<file path="src/rtl/rv32i_pkg.sv">
// Shared RV32I decode definitions: major opcodes, ALU operation codes,
// branch/load/store sub-function codes, the packed decode result carried
// through the stage, and the funct3 -> ALU operation mapping used by both
// OP and OP-IMM.
package rv32i_pkg;

  localparam logic [6:0] OPC_OP     = 7'b0110011;
  localparam logic [6:0] OPC_OP_IMM = 7'b0010011;
  localparam logic [6:0] OPC_LOAD   = 7'b0000011;
  localparam logic [6:0] OPC_STORE  = 7'b0100011;
  localparam logic [6:0] OPC_BRANCH = 7'b1100011;
  localparam logic [6:0] OPC_LUI    = 7'b0110111;
  localparam logic [6:0] OPC_AUIPC  = 7'b0010111;
  localparam logic [6:0] OPC_JAL    = 7'b1101111;
  localparam logic [6:0] OPC_JALR   = 7'b1100111;

  localparam logic [3:0] ALUOP_NOP    = 4'h0;
  localparam logic [3:0] ALUOP_ADD    = 4'h1;
  localparam logic [3:0] ALUOP_SUB    = 4'h2;
  localparam logic [3:0] ALUOP_SLL    = 4'h3;
  localparam logic [3:0] ALUOP_SLT    = 4'h4;
  localparam logic [3:0] ALUOP_SLTU   = 4'h5;
  localparam logic [3:0] ALUOP_XOR    = 4'h6;
  localparam logic [3:0] ALUOP_SRL    = 4'h7;
  localparam logic [3:0] ALUOP_SRA    = 4'h8;
  localparam logic [3:0] ALUOP_OR     = 4'h9;
  localparam logic [3:0] ALUOP_AND    = 4'hA;
  localparam logic [3:0] ALUOP_PASS_B = 4'hB;

  localparam logic [2:0] F3_BEQ  = 3'b000;
  localparam logic [2:0] F3_BNE  = 3'b001;
  localparam logic [2:0] F3_BLT  = 3'b100;
  localparam logic [2:0] F3_BGE  = 3'b101;
  localparam logic [2:0] F3_BLTU = 3'b110;
  localparam logic [2:0] F3_BGEU = 3'b111;

  localparam logic [2:0] F3_LB  = 3'b000;
  localparam logic [2:0] F3_LH  = 3'b001;
  localparam logic [2:0] F3_LW  = 3'b010;
  localparam logic [2:0] F3_LBU = 3'b100;
  localparam logic [2:0] F3_LHU = 3'b101;

  localparam logic [2:0] F3_SB = 3'b000;
  localparam logic [2:0] F3_SH = 3'b001;
  localparam logic [2:0] F3_SW = 3'b010;

  typedef struct packed {
    logic [4:0]  rs1;
    logic [4:0]  rs2;
    logic [4:0]  rd;
    logic [31:0] imm;
    logic [3:0]  aluop;
    logic        r1_en;
    logic        r2_en;
    logic        w_en;
    logic        imm_en;
    logic        pc_en;
    logic        jump_en;
    logic        branch_en;
    logic        mem_rd;
    logic        mem_wr;
    logic [2:0]  func3;
    logic        illegal;
  } dec_t;

  localparam int DEC_W = $bits(dec_t);

  // alt selects sub/sra (funct7[5]); callers gate it where it is not legal.
  function automatic logic [3:0] alu_f3(input logic [2:0] f3, input logic alt);
    case (f3)
      3'b000:  alu_f3 = alt ? ALUOP_SUB : ALUOP_ADD;
      3'b001:  alu_f3 = ALUOP_SLL;
      3'b010:  alu_f3 = ALUOP_SLT;
      3'b011:  alu_f3 = ALUOP_SLTU;
      3'b100:  alu_f3 = ALUOP_XOR;
      3'b101:  alu_f3 = alt ? ALUOP_SRA : ALUOP_SRL;
      3'b110:  alu_f3 = ALUOP_OR;
      default: alu_f3 = ALUOP_AND;
    endcase
  endfunction

endpackage

</file>
<file path="src/rtl/rv32i_decode_comb.sv">
// Purely combinational RV32I decoder.
//   i_instr : raw 32-bit instruction
//   o_dec   : decoded bundle (register addresses, immediate, ALU op, enables,
//             func3, illegal flag)
module rv32i_decode_comb
  import rv32i_pkg::*;
(
  input  logic [31:0] i_instr,
  output dec_t        o_dec
);

  logic [6:0] w_opc;
  logic [2:0] w_f3;
  logic [6:0] w_f7;
  logic       w_ill;
  dec_t       w_d;

  assign w_opc = i_instr[6:0];
  assign w_f3  = i_instr[14:12];
  assign w_f7  = i_instr[31:25];

  always_comb begin
    w_d       = '0;
    w_ill     = 1'b0;
    // Address fields always mirror the instruction, used or not.
    w_d.rs1   = i_instr[19:15];
    w_d.rs2   = i_instr[24:20];
    w_d.rd    = i_instr[11:7];
    w_d.func3 = w_f3;
    case (w_opc)
      OPC_OP: begin
        w_d.r1_en = 1'b1;
        w_d.r2_en = 1'b1;
        w_d.w_en  = 1'b1;
        w_d.aluop = alu_f3(w_f3, w_f7[5]);
        if (w_f7 != 7'h00 && w_f7 != 7'h20) w_ill = 1'b1;
        if (w_f7 == 7'h20 && w_f3 != 3'b000 && w_f3 != 3'b101) w_ill = 1'b1;
      end
      OPC_OP_IMM: begin
        w_d.r1_en  = 1'b1;
        w_d.w_en   = 1'b1;
        w_d.imm_en = 1'b1;
        w_d.imm    = {{20{i_instr[31]}}, i_instr[31:20]};
        // funct7 only means something for shifts; addi has no sub form.
        w_d.aluop  = alu_f3(w_f3, (w_f3 == 3'b101) && w_f7[5]);
        if (w_f3 == 3'b001 && w_f7 != 7'h00) w_ill = 1'b1;
        if (w_f3 == 3'b101 && w_f7 != 7'h00 && w_f7 != 7'h20) w_ill = 1'b1;
      end
      OPC_LOAD: begin
        w_d.r1_en  = 1'b1;
        w_d.w_en   = 1'b1;
        w_d.imm_en = 1'b1;
        w_d.mem_rd = 1'b1;
        w_d.imm    = {{20{i_instr[31]}}, i_instr[31:20]};
        w_d.aluop  = ALUOP_ADD;
        if (!(w_f3 inside {F3_LB, F3_LH, F3_LW, F3_LBU, F3_LHU})) w_ill = 1'b1;
      end
      OPC_STORE: begin
        w_d.r1_en  = 1'b1;
        w_d.r2_en  = 1'b1;
        w_d.imm_en = 1'b1;
        w_d.mem_wr = 1'b1;
        w_d.imm    = {{20{i_instr[31]}}, i_instr[31:25], i_instr[11:7]};
        w_d.aluop  = ALUOP_ADD;
        if (!(w_f3 inside {F3_SB, F3_SH, F3_SW})) w_ill = 1'b1;
      end
      OPC_BRANCH: begin
        w_d.r1_en     = 1'b1;
        w_d.r2_en     = 1'b1;
        w_d.branch_en = 1'b1;
        w_d.imm       = {{19{i_instr[31]}}, i_instr[31], i_instr[7],
                         i_instr[30:25], i_instr[11:8], 1'b0};
        w_d.aluop     = ALUOP_NOP;
        if (!(w_f3 inside {F3_BEQ, F3_BNE, F3_BLT, F3_BGE, F3_BLTU, F3_BGEU}))
          w_ill = 1'b1;
      end
      OPC_LUI: begin
        w_d.w_en   = 1'b1;
        w_d.imm_en = 1'b1;
        w_d.imm    = {i_instr[31:12], 12'h000};
        w_d.aluop  = ALUOP_PASS_B;
      end
      OPC_AUIPC: begin
        w_d.w_en   = 1'b1;
        w_d.imm_en = 1'b1;
        w_d.pc_en  = 1'b1;
        w_d.imm    = {i_instr[31:12], 12'h000};
        w_d.aluop  = ALUOP_ADD;
      end
      OPC_JAL: begin
        w_d.w_en    = 1'b1;
        w_d.imm_en  = 1'b1;
        w_d.pc_en   = 1'b1;
        w_d.jump_en = 1'b1;
        w_d.imm     = {{11{i_instr[31]}}, i_instr[31], i_instr[19:12],
                       i_instr[20], i_instr[30:21], 1'b0};
        w_d.aluop   = ALUOP_ADD;
      end
      OPC_JALR: begin
        w_d.r1_en   = 1'b1;
        w_d.w_en    = 1'b1;
        w_d.imm_en  = 1'b1;
        w_d.jump_en = 1'b1;
        w_d.imm     = {{20{i_instr[31]}}, i_instr[31:20]};
        w_d.aluop   = ALUOP_ADD;
        if (w_f3 != 3'b000) w_ill = 1'b1;
      end
      default: w_ill = 1'b1;
    endcase
    if (i_instr[1:0] != 2'b11) w_ill = 1'b1;
    // Illegal beats still flow so execute can trap, but must not act.
    if (w_ill) begin
      w_d.r1_en     = 1'b0;
      w_d.r2_en     = 1'b0;
      w_d.w_en      = 1'b0;
      w_d.imm_en    = 1'b0;
      w_d.pc_en     = 1'b0;
      w_d.jump_en   = 1'b0;
      w_d.branch_en = 1'b0;
      w_d.mem_rd    = 1'b0;
      w_d.mem_wr    = 1'b0;
      w_d.aluop     = ALUOP_NOP;
    end
    if (w_d.rd == 5'd0) w_d.w_en = 1'b0;
    w_d.illegal = w_ill;
    o_dec = w_d;
  end

endmodule

</file>
<file path="src/rtl/decode_stage.sv">
// Registered RV32I decode stage between fetch and execute.
// Inputs : clk, rst_n (async low), flush, in_valid/instr/in_pc, out_ready.
// Outputs: in_ready, out_valid/out_pc and the decoded fields (register
//          addresses, imm, aluop, operand/control enables, func3, illegal).
// An output register plus one skid register give two entries of buffering so
// in_ready can be a pure register output, independent of out_ready.
module decode_stage
  import rv32i_pkg::*;
#(
  parameter int XLEN    = 32,
  parameter int ALUOP_W = 8
) (
  input  logic               clk,
  input  logic               rst_n,
  input  logic               flush,
  input  logic               in_valid,
  output logic               in_ready,
  input  logic [31:0]        instr,
  input  logic [XLEN-1:0]    in_pc,
  output logic               out_valid,
  input  logic               out_ready,
  output logic [XLEN-1:0]    out_pc,
  output logic [4:0]         rs1_addr,
  output logic [4:0]         rs2_addr,
  output logic [4:0]         rd_addr,
  output logic [XLEN-1:0]    imm,
  output logic [ALUOP_W-1:0] aluop,
  output logic               r1_en,
  output logic               r2_en,
  output logic               w_en,
  output logic               imm_en,
  output logic               pc_en,
  output logic               jump_en,
  output logic               branch_en,
  output logic               mem_rd,
  output logic               mem_wr,
  output logic [2:0]         func3,
  output logic               illegal
);

  if (XLEN != 32) begin : g_bad_xlen
    $error("decode_stage: only XLEN=32 is supported");
  end
  if (ALUOP_W < 4) begin : g_bad_aluop_w
    $error("decode_stage: ALUOP_W must be >= 4");
  end

  dec_t            w_dec;
  dec_t            r_out;
  dec_t            r_skid;
  logic [XLEN-1:0] r_out_pc;
  logic [XLEN-1:0] r_skid_pc;
  logic            r_out_valid;
  logic            r_skid_valid;
  logic            w_in_fire;
  logic            w_out_free;

  rv32i_decode_comb u_dec (
    .i_instr (instr),
    .o_dec   (w_dec)
  );

  assign in_ready   = !r_skid_valid;
  assign w_in_fire  = in_valid && in_ready;
  // Output register can take a new beat this edge (empty or being consumed).
  assign w_out_free = !r_out_valid || out_ready;

  always_ff @(posedge clk or negedge rst_n) begin
    if (!rst_n) begin
      r_out_valid  <= 1'b0;
      r_skid_valid <= 1'b0;
      r_out        <= '0;
      r_skid       <= '0;
      r_out_pc     <= '0;
      r_skid_pc    <= '0;
    end else if (flush) begin
      r_out_valid  <= 1'b0;
      r_skid_valid <= 1'b0;
    end else if (w_out_free) begin
      if (r_skid_valid) begin
        // in_ready is low here, so no incoming beat competes with the drain.
        r_out        <= r_skid;
        r_out_pc     <= r_skid_pc;
        r_out_valid  <= 1'b1;
        r_skid_valid <= 1'b0;
      end else begin
        r_out_valid <= w_in_fire;
        if (w_in_fire) begin
          r_out    <= w_dec;
          r_out_pc <= in_pc;
        end
      end
    end else if (w_in_fire) begin
      r_skid       <= w_dec;
      r_skid_pc    <= in_pc;
      r_skid_valid <= 1'b1;
    end
  end

  assign out_valid = r_out_valid;
  assign out_pc    = r_out_pc;
  assign rs1_addr  = r_out.rs1;
  assign rs2_addr  = r_out.rs2;
  assign rd_addr   = r_out.rd;
  assign imm       = r_out.imm;
  assign aluop     = ALUOP_W'(r_out.aluop);
  assign r1_en     = r_out.r1_en;
  assign r2_en     = r_out.r2_en;
  assign w_en      = r_out.w_en;
  assign imm_en    = r_out.imm_en;
  assign pc_en     = r_out.pc_en;
  assign jump_en   = r_out.jump_en;
  assign branch_en = r_out.branch_en;
  assign mem_rd    = r_out.mem_rd;
  assign mem_wr    = r_out.mem_wr;
  assign func3     = r_out.func3;
  assign illegal   = r_out.illegal;

endmodule
</file>
<file path="config.mk">
export PLATFORM = sky130hd
export DESIGN_NAME = decode_stage
export DESIGN_NICKNAME = d
export VERILOG_FILES = /design/src/rtl/rv32i_pkg.sv /design/src/rtl/rv32i_decode_comb.sv /design/src/rtl/decode_stage.sv
export SDC_FILE = /design/constraint.sdc
export NUM_CORES = 1
export LEC_CHECK = 0
export ABC_AREA = 1
export BUFFER_PORTS_ARGS = -buffer_cell sky130_fd_sc_hd__buf_2
export CAP_MARGIN = 40
export CELL_PAD_IN_SITES_DETAIL_PLACEMENT = 1
export CELL_PAD_IN_SITES_GLOBAL_PLACEMENT = 2
export CORE_MARGIN = 2
export CORE_UTILIZATION = 35
export CTS_CLUSTER_SIZE = 28
export DETAILED_ROUTE_END_ITERATION = 10
export GPL_ROUTABILITY_DRIVEN = 0
export GPL_TIMING_DRIVEN = 0
export PLACE_DENSITY = 0.87
export SLEW_MARGIN = 20
export SYNTH_ARGS = -nofsm -noshare
export SYNTH_HDL_FRONTEND = slang
export SYNTH_SLANG_ARGS = --single-unit
</file>
<file path="constraint.sdc">
create_clock -name clk -period 4.9 [get_ports clk]
set_clock_uncertainty 0.05 [all_clocks]
set_input_delay 0.735 -clock clk [delete_from_list [all_inputs] [get_ports clk]]
set_output_delay 0.735 -clock clk [all_outputs]
set_load 0.05 [all_outputs]
</file>
# After elaboration in Yosys (flattened, before gate mapping)
# Index checks and enable logic that the tools add are counted.
[op_classes]
mux = 39
n_reduce_logical = 33
bitwise = 2
n_eq_ne = 20
[op_table]
columns = ["op", "count"]
rows = [
  ["32-bit one-hot mux with 5 select lines", 1],
  ["64-bit 2-to-1 mux", 2],
  ["32-bit 2-to-1 mux", 2],
  ["4-bit one-hot mux with 7 select lines", 2],
  ["7-bit by 6-bit equality test with 1-bit output (second input constant)", 4],
  ["1-bit 2-to-1 mux", 25],
  ["7-bit equality test (second input constant)", 3],
  ["4-bit one-hot mux with 4 select lines", 1],
  ["7-bit by 5-bit equality test with 1-bit output (second input constant)", 2],
  ["7-bit OR reduction", 2],
  ["13-bit 2-to-1 mux", 1],
  ["3-bit equality test (second input constant)", 4],
  ["3-bit nonzero test", 3],
  ["3-bit OR reduction", 3],
  ["1-bit logical AND", 8],
  ["4-bit 2-to-1 mux", 2],
  ["7-bit by 2-bit equality test with 1-bit output (second input constant)", 1],
  ["7-bit by 6-bit != test with 1-bit output (second input constant)", 1],
  ["1-bit one-hot mux with 7 select lines", 1],
  ["7-bit nonzero test", 1],
  ["3-bit by 2-bit equality test with 1-bit output (second input constant)", 2],
  ["3-bit AND reduction", 2],
  ["6-bit nonzero test", 1],
  ["2-bit OR reduction", 3],
  ["13 further kinds", 17],
]
[word_totals]
inputBits = 69
out_inout_bits = 102
regBits = 194
wordCells = 130

# Depth between registers and ports, before layout
# Gate-level depths: netlist of the first run.
[depth]
ltp_word = 10
depth_mapped = 13
ltp_nobuf = 13

# Modules after synthesis
# A second synthesis of the first run with hierarchy kept.
[unflattened]
cells_unflattened = 1372
hier_area_um2 = 9953.3
[modules_own_cells]
columns = ["mod", "cells_each", "n_inst", "area_per_inst_um2", "seq_area_each_um2"]
rows = [
  ["decode_stage", 1160, 1, 8823.5, 4854.7],
  ["rv32i_decode_comb", 212, 1, 1129.8, 0.0],
]

# Worst setup path before layout of the first run
# OpenSTA, ideal clock, no wires.
[synth_timing]
path_type = "input -> register"
startpoint = "input port instr[12]"
endpoint = "register r_out, in the netlist illegal"
t_required_ns = 4.730
setup_time_ns = 0.120
cell_stages = 12
arrival_ns = 1.843
n_path_buf = 2
slack_ns = 2.886
path_cell_list = "buf_2 nor2_2 nand2_1 nand3_1 nand2_1 nand2_1 nand3_1 nor2_4 buf_6 nand2_1 o21ai_1 nand2_1"
[synth_via]
elab_chain_len = 8
word_cells_on_any_way = 28
classes_between = "eq/ne: 7; mux: 11; reduce/logical: 10"
[synth_rtl]
columns = ["element", "line", "text"]
rows = [
  ["start, declared", "decode_stage.sv:18", "input logic [31:0] instr,"],
  ["3-bit by 1-bit equality test with 1-bit output (tied with other cells)", "-", ""],
  ["1-bit logical AND, on equally long branches", "rv32i_decode_comb.sv:46, rv32i_decode_comb.sv:37, rv32i_decode_comb.sv:47", ""],
  ["1-bit 2-to-1 mux (tied with other cells)", "rv32i_decode_comb.sv:46", "if (w_f3 == 3'b001 && w_f7 != 7'h00) w_ill = 1'b1;"],
  ["1-bit 2-to-1 mux, on equally long branches", "rv32i_decode_comb.sv:47, rv32i_decode_comb.sv:37", ""],
  ["1-bit one-hot mux with 7 select lines (*)", "rv32i_decode_comb.sv:30", "case (w_opc)"],
  ["1-bit 2-to-1 mux (*)", "rv32i_decode_comb.sv:110", "if (i_instr[1:0] != 2'b11) w_ill = 1'b1;"],
  ["64-bit 2-to-1 mux (*)", "decode_stage.sv:88", "if (w_in_fire) begin"],
  ["64-bit 2-to-1 mux (*)", "decode_stage.sv:80", "if (r_skid_valid) begin"],
  ["end signal, assigned", "decode_stage.sv:82", "r_out <= r_skid;"],
  ["end signal, assigned", "decode_stage.sv:89", "r_out <= w_dec;"],
  ["end, declared", "decode_stage.sv:49", "dec_t r_out;"],
]
# Mark *: on every way between the ends. The rest lies on a longest branch, timed or not. The select of a mux whose other input is x is not followed.
# A chain may end at the register's enable or synchronous reset.

# Final worst setup path of the first run
[layout_timing]
startpoint = "register r_skid_valid"
endpoint = "output port in_ready"
[layout_via]
elab_chain_len = 1
[layout_rtl]
columns = ["element", "line", "text"]
rows = [
  ["start, declared", "decode_stage.sv:54", "logic r_skid_valid;"],
  ["start signal, assigned", "decode_stage.sv:71", "r_skid_valid <= 1'b0;"],
  ["start signal, assigned", "decode_stage.sv:78", "r_skid_valid <= 1'b0;"],
  ["start signal, assigned", "decode_stage.sv:85", "r_skid_valid <= 1'b0;"],
  ["1-bit zero test", "decode_stage.sv:63", "assign in_ready = !r_skid_valid;"],
  ["end, declared", "decode_stage.sv:17", "output logic in_ready,"],
]
# Every way passes these cells.

==> results of run 1 <==
## power groups by stage
stage / Sequential [mW] / Combinational, mW / Clock (mW)
2_1_floorplan: 2.33 / 0.314 / 0
5_1_grt: 1.98 / 1.06 / 1.55
3_3_place_gp: 1.97 / 0.952 / 0
3_5_place_dp: 1.98 / 0.978 / 0
6_report: 1.95 / 0.970 / 1.45
4_1_cts: 1.95 / 0.984 / 1.48
## worst max-delay path by stage
stage / startpoint / end / slack (ps) / cells past startpoint
6_report: r_skid_valid / in_ready / 2120 / 4
5_1_grt: r_skid_valid / in_ready / 1990 / 4
4_1_cts: r_skid_valid / in_ready / 2100 / 4
3_5_place_dp: in_valid / imm[20] / 2280 / 10
3_3_place_gp: rst_n / r_skid[40] / -400 / 1
2_1_floorplan: instr[12] / illegal / 2890 / 12
## metal layers
layer / wire length, um / share of wire / vias up / global-route usage
met5: 11 / 0.00039 / - / 0
met4: 382 / 0.013 / 2 / 0.0530
met3: 1200 / 0.042 / 22 / 0.0429
met2: 13800 / 0.48 / 158 / 0.355
met1: 13200 / 0.46 / 3963 / 0.293
li1: - / - / 3988 / -
## sequential cells by signal, indices dropped and copies added, names as in the netlist, 3 cells and up
| signal | flops |
|---|---|
| r_skid_pc | 32 |
| rd_addr | 5 |
| aluop | 4 |
| imm | 32 |
| func3 | 3 |
| r_skid | 64 |
| rs2_addr | 5 |
| rs1_addr | 5 |
| out_pc | 32 |
## cell families (layout without fill, tap and decap cells)
| group | count (synthesis) | count (layout) | share of synthesized area |
|---|---|---|---|
| compound gates | 289 | 289 | 0.164 |
| buf+inv | 170 | 367 | 0.0784 |
| flops | 194 | 194 | 0.538 |
| simple gates | 480 | 480 | 0.219 |
| other cells | 1 | 4 | 0.000415 |
## stage by stage
| stage | std cells | hold WS (ps) | instance area [um^2] |
|---|---|---|---|
| finish | 1664 | 111 | 10900 |
| floorplan | 1137 | 387 | 9040 |
| global placement | 1631 | 404 | 10300 |
| global route | 1664 | 110 | 10900 |
| CTS | 1664 | 111 | 10900 |
| detailed placement | 1633 | 415 | 10300 |
## layout make-up
type | instances | area, um^2 | area share
well taps | 330 | 413 | 0.0377
flip-flops and latches | 194 | 4850 | 0.444
plain buffers | 71 | 337 | 0.0308
repair buffers | 166 | 886 | 0.0810
clock inverters | 14 | 174 | 0.0159
clock buffers | 17 | 425 | 0.0389
inverters | 99 | 372 | 0.0340
multi-input cells | 773 | 3480 | 0.318
## layout by cell type (no fill, tap or decap), types with 2 or more instances in the layout
master                       count
sky130_fd_sc_hd__nand3_2        10
sky130_fd_sc_hd__nand2_2         6
sky130_fd_sc_hd__o21ai_0       146
sky130_fd_sc_hd__o21ai_1        93
sky130_fd_sc_hd__nor2_2          7
sky130_fd_sc_hd__inv_6           2
sky130_fd_sc_hd__clkinvlp_4      5
sky130_fd_sc_hd__nand2_1       368
sky130_fd_sc_hd__buf_2         183
sky130_fd_sc_hd__nor2_1         58
sky130_fd_sc_hd__buf_4           4
sky130_fd_sc_hd__a21oi_1        33
sky130_fd_sc_hd__nand4_1         3
sky130_fd_sc_hd__conb_1          4
sky130_fd_sc_hd__inv_1          86
sky130_fd_sc_hd__buf_16          2
sky130_fd_sc_hd__inv_8           3
sky130_fd_sc_hd__buf_6           4
sky130_fd_sc_hd__inv_2          13
sky130_fd_sc_hd__clkbuf_1       42
sky130_fd_sc_hd__nand2_4         2
sky130_fd_sc_hd__dfrtp_1       194
sky130_fd_sc_hd__o22ai_1         4
sky130_fd_sc_hd__o21a_1          6
sky130_fd_sc_hd__o211ai_1        6
sky130_fd_sc_hd__nand3_1        21
sky130_fd_sc_hd__clkbuf_16      17
sky130_fd_sc_hd__bufinv_16       2
sky130_fd_sc_hd__nor2_4          2
## critical path: stages, from the launching register on
cell	delay (ps)
sky130_fd_sc_hd__dfrtp_1	440
sky130_fd_sc_hd__inv_2	100
sky130_fd_sc_hd__clkbuf_1	380
sky130_fd_sc_hd__buf_2	340
sky130_fd_sc_hd__buf_2	310
==> run_summary.xml, run 1 <==
<?xml version="1.0" encoding="UTF-8"?>
<metrics>
  <group name="status">
    <metric name="outcome" unit="">complete, no violations</metric>
  </group>
  <group name="cts">
    <metric name="post_cts_buffers" unit="">0</metric>
    <metric name="cts_max_level" unit="">4</metric>
    <metric name="insertion_delay" unit="ps">440</metric>
    <metric name="cts.clk_slew.worst_paths" unit="ps">80</metric>
    <metric name="clock_sinks" unit="">194</metric>
    <metric name="tritoncts" unit="">yes</metric>
    <metric name="number_of_buffers_added_by_the_clock_tree_synthesis_step" unit="">17</metric>
    <metric name="post_cts.resized_instances" unit="">0</metric>
    <metric name="number_of_buffers_on_the_longest_clock_path" unit="">2</metric>
    <metric name="cts-root-buf" unit="">sky130_fd_sc_hd__clkbuf_16</metric>
    <metric name="postCtsHoldBufs" unit="">0</metric>
  </group>
  <group name="global_routing">
    <metric name="global_route.usage.total" unit="">0.216</metric>
    <metric name="vias_in_the_first_global_route" unit="">8248</metric>
    <metric name="grt_pass1_wl" unit="um">44900</metric>
    <metric name="antenna_violations_before_repair" unit="">1</metric>
    <metric name="largest_net_degree_at_the_start_of_global_routing" unit="">81</metric>
    <metric name="global_route.overflow_total" unit="">0</metric>
  </group>
  <group name="floorplanning">
    <metric name="placementRows" unit="">58</metric>
    <metric name="start_util" unit="">0.358</metric>
    <metric name="design.portCount" unit="">171</metric>
    <metric name="die_area" unit="um^2">27100</metric>
    <metric name="die-width" unit="um">165</metric>
    <metric name="floorplan.core_area" unit="um^2">25300</metric>
    <metric name="die_h" unit="um">165</metric>
  </group>
  <group name="worst_setup_path">
    <metric name="critical_path_arrival" unit="ps">2000</metric>
    <metric name="worst_r2r_startpoint" unit="">r_skid_valid</metric>
    <metric name="r2r_setup_slack" unit="ps">2710</metric>
    <metric name="element_type_at_the_critical_path_start" unit="">register</metric>
    <metric name="crit-reg2reg-capture" unit="">rs1_addr[2]</metric>
    <metric name="worst-path-max-fanout" unit="">10</metric>
    <metric name="timing.critical_path.required" unit="ps">4120</metric>
    <metric name="critical_path.endpoint_type" unit="">output port</metric>
    <metric name="worst-r2r-cell-count" unit="">9</metric>
    <metric name="timing_worst_setup_path_type" unit="">register to output port</metric>
  </group>
  <group name="sta">
    <metric name="tightest_slew" unit="ps">632</metric>
    <metric name="final-hold-violation-count" unit="">0</metric>
    <metric name="setup_tns" unit="ps">0</metric>
    <metric name="layout_setup_ws" unit="ps">2120</metric>
    <metric name="fmaxAchievable" unit="MHz">359</metric>
    <metric name="fin_crit_sh" unit="">0.568</metric>
    <metric name="post-route-min-period" unit="ps">2780</metric>
    <metric name="rsz0062_at_grt" unit="">no</metric>
    <metric name="setup_violating_endpoint_count_in_the_final_report" unit="">0</metric>
    <metric name="timing_max_transition_violations_final" unit="">0</metric>
    <metric name="relative_slew_margins" unit="">0.579</metric>
  </group>
  <group name="cells_and_area">
    <metric name="filler_cell_count" unit="">3184</metric>
    <metric name="share_of_final_layout_standard_cells_stronger_than_drive_strength_1" unit="">0.199</metric>
    <metric name="postLayoutCoreUtil" unit="">0.433</metric>
    <metric name="final_net_count" unit="">1391</metric>
    <metric name="syn2layout_area_growth" unit="%">21.1</metric>
    <metric name="n_antenna_cell" unit="">0</metric>
  </group>
  <group name="place">
    <metric name="place_ws" unit="ps">2280</metric>
    <metric name="port_buffers" unit="">164</metric>
    <metric name="hpwl" unit="um">21200</metric>
  </group>
  <group name="synthesis">
    <metric name="synth.ff_latch_count" unit="">194</metric>
    <metric name="dominantRegCellSynth" unit="">sky130_fd_sc_hd__dfrtp_1</metric>
    <metric name="mappedNetlistArea" unit="um^2">9030</metric>
    <metric name="most_instantiated_library_cell_after_synthesis" unit="">sky130_fd_sc_hd__nand2_1</metric>
    <metric name="netlist_top_cells_count" unit="">sky130_fd_sc_hd__nand2_1 (368), sky130_fd_sc_hd__dfrtp_1 (194), sky130_fd_sc_hd__o21ai_0 (146)</metric>
    <metric name="number_of_enable_type_register_cells_in_the_synthesized_netlist" unit="">0</metric>
    <metric name="asyncSetResetFlopFracSynth" unit="">1.00</metric>
    <metric name="synthDominantAreaCellType" unit="">sky130_fd_sc_hd__dfrtp_1</metric>
    <metric name="syn_avg_cell_area" unit="um^2">7.96</metric>
    <metric name="synth-warning-count" unit="">0</metric>
    <metric name="yosys.cell_types.count" unit="">28</metric>
    <metric name="synth_seq_area_share" unit="">0.538</metric>
    <metric name="yosys-top-cells-area" unit="">sky130_fd_sc_hd__dfrtp_1 (54%), sky130_fd_sc_hd__nand2_1 (15%), sky130_fd_sc_hd__o21ai_0 (8.1%), sky130_fd_sc_hd__o21ai_1 (5.2%), sky130_fd_sc_hd__inv_1 (3.6%)</metric>
    <metric name="post_synth_inst_count" unit="">1134</metric>
    <metric name="synthDominantCellAreaShare" unit="">0.538</metric>
  </group>
  <group name="pwr">
    <metric name="sum_of_internal_switching_and_leakage_power" unit="mW">4.37</metric>
    <metric name="power_frac_comb" unit="">0.222</metric>
    <metric name="netSwitchingFraction" unit="">0.348</metric>
    <metric name="power_density" unit="nW/um^2">399</metric>
    <metric name="reported_net_switching_power" unit="mW">1.52</metric>
    <metric name="p_int" unit="mW">2.85</metric>
    <metric name="vdd.ir_drop.worst" unit="uV">168</metric>
    <metric name="pwr-share-seq" unit="">0.447</metric>
    <metric name="share_clk_of_total_power" unit="">0.331</metric>
    <metric name="total_leakage_power" unit="nW">5.89</metric>
  </group>
  <group name="route">
    <metric name="route.detailed.vias_per_inst" unit="">4.89</metric>
    <metric name="ant_nets" unit="">0</metric>
    <metric name="total_wire_length" unit="um">28500</metric>
    <metric name="dr.first_iter.drc_count" unit="">521</metric>
    <metric name="route.detailed.drc" unit="">0</metric>
    <metric name="drt_pre_antenna_iters" unit="">4</metric>
    <metric name="route.vias.total" unit="">8133</metric>
    <metric name="wire_per_inst" unit="um">17.1</metric>
  </group>
  <group name="run">
    <metric name="maxCapViolCount" unit="">0</metric>
  </group>
  <group name="min_path">
    <metric name="worst_hold_path_type" unit="">input port to asynchronous set/reset pin</metric>
  </group>
</metrics>
Power figures use the tool's default switching activity.
==> inputs of run 2 (changes only) <==
CORE_UTILIZATION = 32   (was 35)
PLACE_DENSITY = 0.8   (was 0.87)
clock period = 2.7 ns   (was 4.9 ns; I/O delays follow)
==> run 2 against run 1 <==
  * First-iteration DRC count shrank 1.7%
  * Clock-buffer cell count up 1
  * Combinational power increased by 82%
  * Worst setup slack worse by 1900 ps
  * Final cell count up 3.0%
  * Die area grew 9.1%
  * Sequential share of layout area is 0.33 points lower
  * Cell area rose by 0.76%
  * Clock power grew 84%
  * Via count rose by 0.33%
==> run_summary.xml, run 2 (synthesis results as in run 1) <==
<?xml version="1.0" encoding="UTF-8"?>
<metrics>
  <group name="cells_and_area">
    <metric name="most_common_library_cell_in_the_layout_ignoring_fill_and_taps" unit="">sky130_fd_sc_hd__nand2_1</metric>
    <metric name="most-common-layout-cells" unit="">sky130_fd_sc_hd__nand2_1 (368), sky130_fd_sc_hd__dfrtp_1 (194), sky130_fd_sc_hd__buf_2 (183), sky130_fd_sc_hd__o21ai_0 (146), sky130_fd_sc_hd__o21ai_1 (93)</metric>
    <metric name="n_antenna_cell" unit="">0</metric>
    <metric name="post_route_insts_no_fill" unit="">1714</metric>
    <metric name="syn2layout_area_growth" unit="%">22.1</metric>
    <metric name="largest_register_ffs" unit="">64</metric>
    <metric name="share_of_final_layout_standard_cells_stronger_than_drive_strength_1" unit="">0.200</metric>
    <metric name="final_net_count" unit="">1392</metric>
    <metric name="registers.top_by_ff_count" unit="">r_skid</metric>
  </group>
  <group name="sta">
    <metric name="timing_max_transition_violations_final" unit="">0</metric>
    <metric name="fin_crit_sh" unit="">0.932</metric>
    <metric name="tightest_slew" unit="ps">681</metric>
    <metric name="fmaxAchievable" unit="MHz">397</metric>
    <metric name="setup_tns" unit="ps">0</metric>
    <metric name="post-route-min-period" unit="ps">2520</metric>
    <metric name="final.hold.worst_slack" unit="ps">169</metric>
    <metric name="rsz0062_at_grt" unit="">no</metric>
    <metric name="setup_violating_endpoint_count_in_the_final_report" unit="">0</metric>
    <metric name="relative_slew_margins" unit="">0.546</metric>
    <metric name="layout_setup_ws" unit="ps">184</metric>
    <metric name="final-hold-violation-count" unit="">0</metric>
  </group>
  <group name="min_path">
    <metric name="worst_hold_path_type" unit="">input port to register</metric>
  </group>
  <group name="worst_setup_path">
    <metric name="worst-r2r-cell-count" unit="">9</metric>
    <metric name="crit-reg2reg-capture" unit="">imm[0]</metric>
    <metric name="worst_r2r_startpoint" unit="">r_skid_valid</metric>
    <metric name="timing.critical_path.required" unit="ps">2250</metric>
    <metric name="critical_path.endpoint_type" unit="">output port</metric>
    <metric name="element_type_at_the_critical_path_start" unit="">register</metric>
    <metric name="critPathCapture" unit="">in_ready</metric>
    <metric name="r2r_setup_slack" unit="ps">430</metric>
    <metric name="worst-path-max-fanout" unit="">10</metric>
    <metric name="cp.depth" unit="">4</metric>
    <metric name="critical_path.top_delay_family" unit="">buffers and inverters</metric>
    <metric name="timing.critical_path.slowest_stage_cell" unit="">sky130_fd_sc_hd__dfrtp_1</metric>
    <metric name="critical_path_buf_inv_count" unit="">4</metric>
    <metric name="worstPathCellList" unit="">inv_2, clkbuf_1, buf_2, buf_2</metric>
    <metric name="cp_slowest_stage_delay" unit="ps">430</metric>
    <metric name="critical_path_arrival" unit="ps">2060</metric>
    <metric name="crit_path_frequent_cell" unit="">sky130_fd_sc_hd__buf_2</metric>
    <metric name="timing_worst_setup_path_type" unit="">register to output port</metric>
    <metric name="critPathLaunch" unit="">r_skid_valid</metric>
  </group>
  <group name="pwr">
    <metric name="total_leakage_power" unit="nW">5.90</metric>
    <metric name="power_density" unit="nW/um^2">724</metric>
    <metric name="vdd.ir_drop.worst" unit="uV">430</metric>
    <metric name="sum_of_internal_switching_and_leakage_power" unit="mW">7.98</metric>
  </group>
  <group name="place">
    <metric name="place_ws" unit="ps">318</metric>
    <metric name="port_buffers" unit="">164</metric>
    <metric name="dpl.cell_count" unit="">1681</metric>
    <metric name="hpwl" unit="um">21900</metric>
  </group>
  <group name="cts">
    <metric name="number_of_buffers_on_the_longest_clock_path" unit="">2</metric>
    <metric name="insertion_delay" unit="ps">440</metric>
    <metric name="post_cts_buffers" unit="">0</metric>
    <metric name="cts.clk_slew.worst_paths" unit="ps">80</metric>
    <metric name="tritoncts" unit="">yes</metric>
    <metric name="clock_sinks" unit="">194</metric>
    <metric name="number_of_buffers_added_by_the_clock_tree_synthesis_step" unit="">17</metric>
    <metric name="cts_max_level" unit="">4</metric>
    <metric name="cts-root-buf" unit="">sky130_fd_sc_hd__clkbuf_16</metric>
  </group>
  <group name="route">
    <metric name="ant_nets" unit="">0</metric>
    <metric name="drt_pre_antenna_iters" unit="">5</metric>
    <metric name="route.detailed.drc" unit="">0</metric>
    <metric name="wire_per_inst" unit="um">17.3</metric>
    <metric name="total_wire_length" unit="um">29700</metric>
    <metric name="dr.first_iter.drc_count" unit="">512</metric>
    <metric name="route.vias.total" unit="">8160</metric>
    <metric name="route.detailed.vias_per_inst" unit="">4.76</metric>
  </group>
  <group name="global_routing">
    <metric name="global_route.overflow_total" unit="">0</metric>
    <metric name="antenna_violations_before_repair" unit="">0</metric>
    <metric name="vias_in_the_first_global_route" unit="">8590</metric>
    <metric name="largest_net_degree_at_the_start_of_global_routing" unit="">91</metric>
    <metric name="global_route.usage.total" unit="">0.208</metric>
    <metric name="grt_pass1_wl" unit="um">47300</metric>
  </group>
  <group name="run">
    <metric name="maxCapViolCount" unit="">0</metric>
  </group>
  <group name="floorplanning">
    <metric name="floorplan.core_area" unit="um^2">27800</metric>
    <metric name="die_h" unit="um">172</metric>
    <metric name="start_util" unit="">0.325</metric>
    <metric name="die-width" unit="um">172</metric>
    <metric name="die_area" unit="um^2">29600</metric>
    <metric name="placementRows" unit="">61</metric>
    <metric name="design.portCount" unit="">171</metric>
  </group>
  <group name="status">
    <metric name="outcome" unit="">complete, no violations</metric>
  </group>
</metrics>
-- run 2: cell types whose count changed in the layout (fill, tap and decap cells not counted) --
cell	previous run	this run
sky130_fd_sc_hd__clkbuf_8	0	1
sky130_fd_sc_hd__clkinvlp_4	5	4
sky130_fd_sc_hd__inv_6	2	3
sky130_fd_sc_hd__inv_8	3	2
sky130_fd_sc_hd__clkinv_4	1	2
sky130_fd_sc_hd__dlygate4sd3_1	0	1
-- run 2: worst min-delay path: cells and delay by family --
kind	cells	cell delay, ps
AOI/OAI and AO/OA	1	70
buffers and inverters	2	160
-- run 2: layout make-up --
type	instances	area, um^2
clock buffer	18	439
multi-input combinational	773	3480
buffer	71	337
inverter	99	372
sequential	194	4850
timing repair buffer	167	896
fill	3497	16800
tap	378	473
clock inverter	14	173
-- run 2: power by group --
group	internal, mW	total, mW	switching, mW
clock network	1.42	2.67	1.25
logic	0.442	1.77	1.33
registers	3.33	3.54	0.206
total	5.20	7.98	2.78
-- run 2: what timing repair did --
action,4_1_cts,5_1_grt
hold buffers,1,0
hold endpoints to repair,25,0
endpoints found under the setup margin,0,0
resized for setup,0,0
-- run 2: worst min path at each step --
| stage | start | endpoint | cells after the start | slack [ps] |
|---|---|---|---|---|
| 2_1_floorplan | rst_n | aluop[0] | 0 | 60 |
| 4_1_cts | in_pc[25] | r_skid_pc[25] | 3 | 150 |
| 3_3_place_gp | r_skid[18] | r_skid[18] | 2 | 410 |
| 3_5_place_dp | rst_n | r_skid_pc[24] | 1 | 220 |
| 5_1_grt | in_pc[21] | r_skid_pc[21] | 3 | 170 |
| 6_report | in_pc[25] | r_skid_pc[25] | 3 | 170 |
-- run 2: layer usage --
layer  wire (um)  GRT usage
met1       14200      0.289
met2       14100      0.346
met3        1070     0.0307
met4         306     0.0446
met5           0          0
-- run 2: metrics by stage --
stage | util | area (um^2)
floorplan | - | 9040
global placement | 0.372 | 10300
detailed placement | 0.374 | 10400
CTS | 0.397 | 11000
global route | 0.397 | 11000
finish | 0.397 | 11000
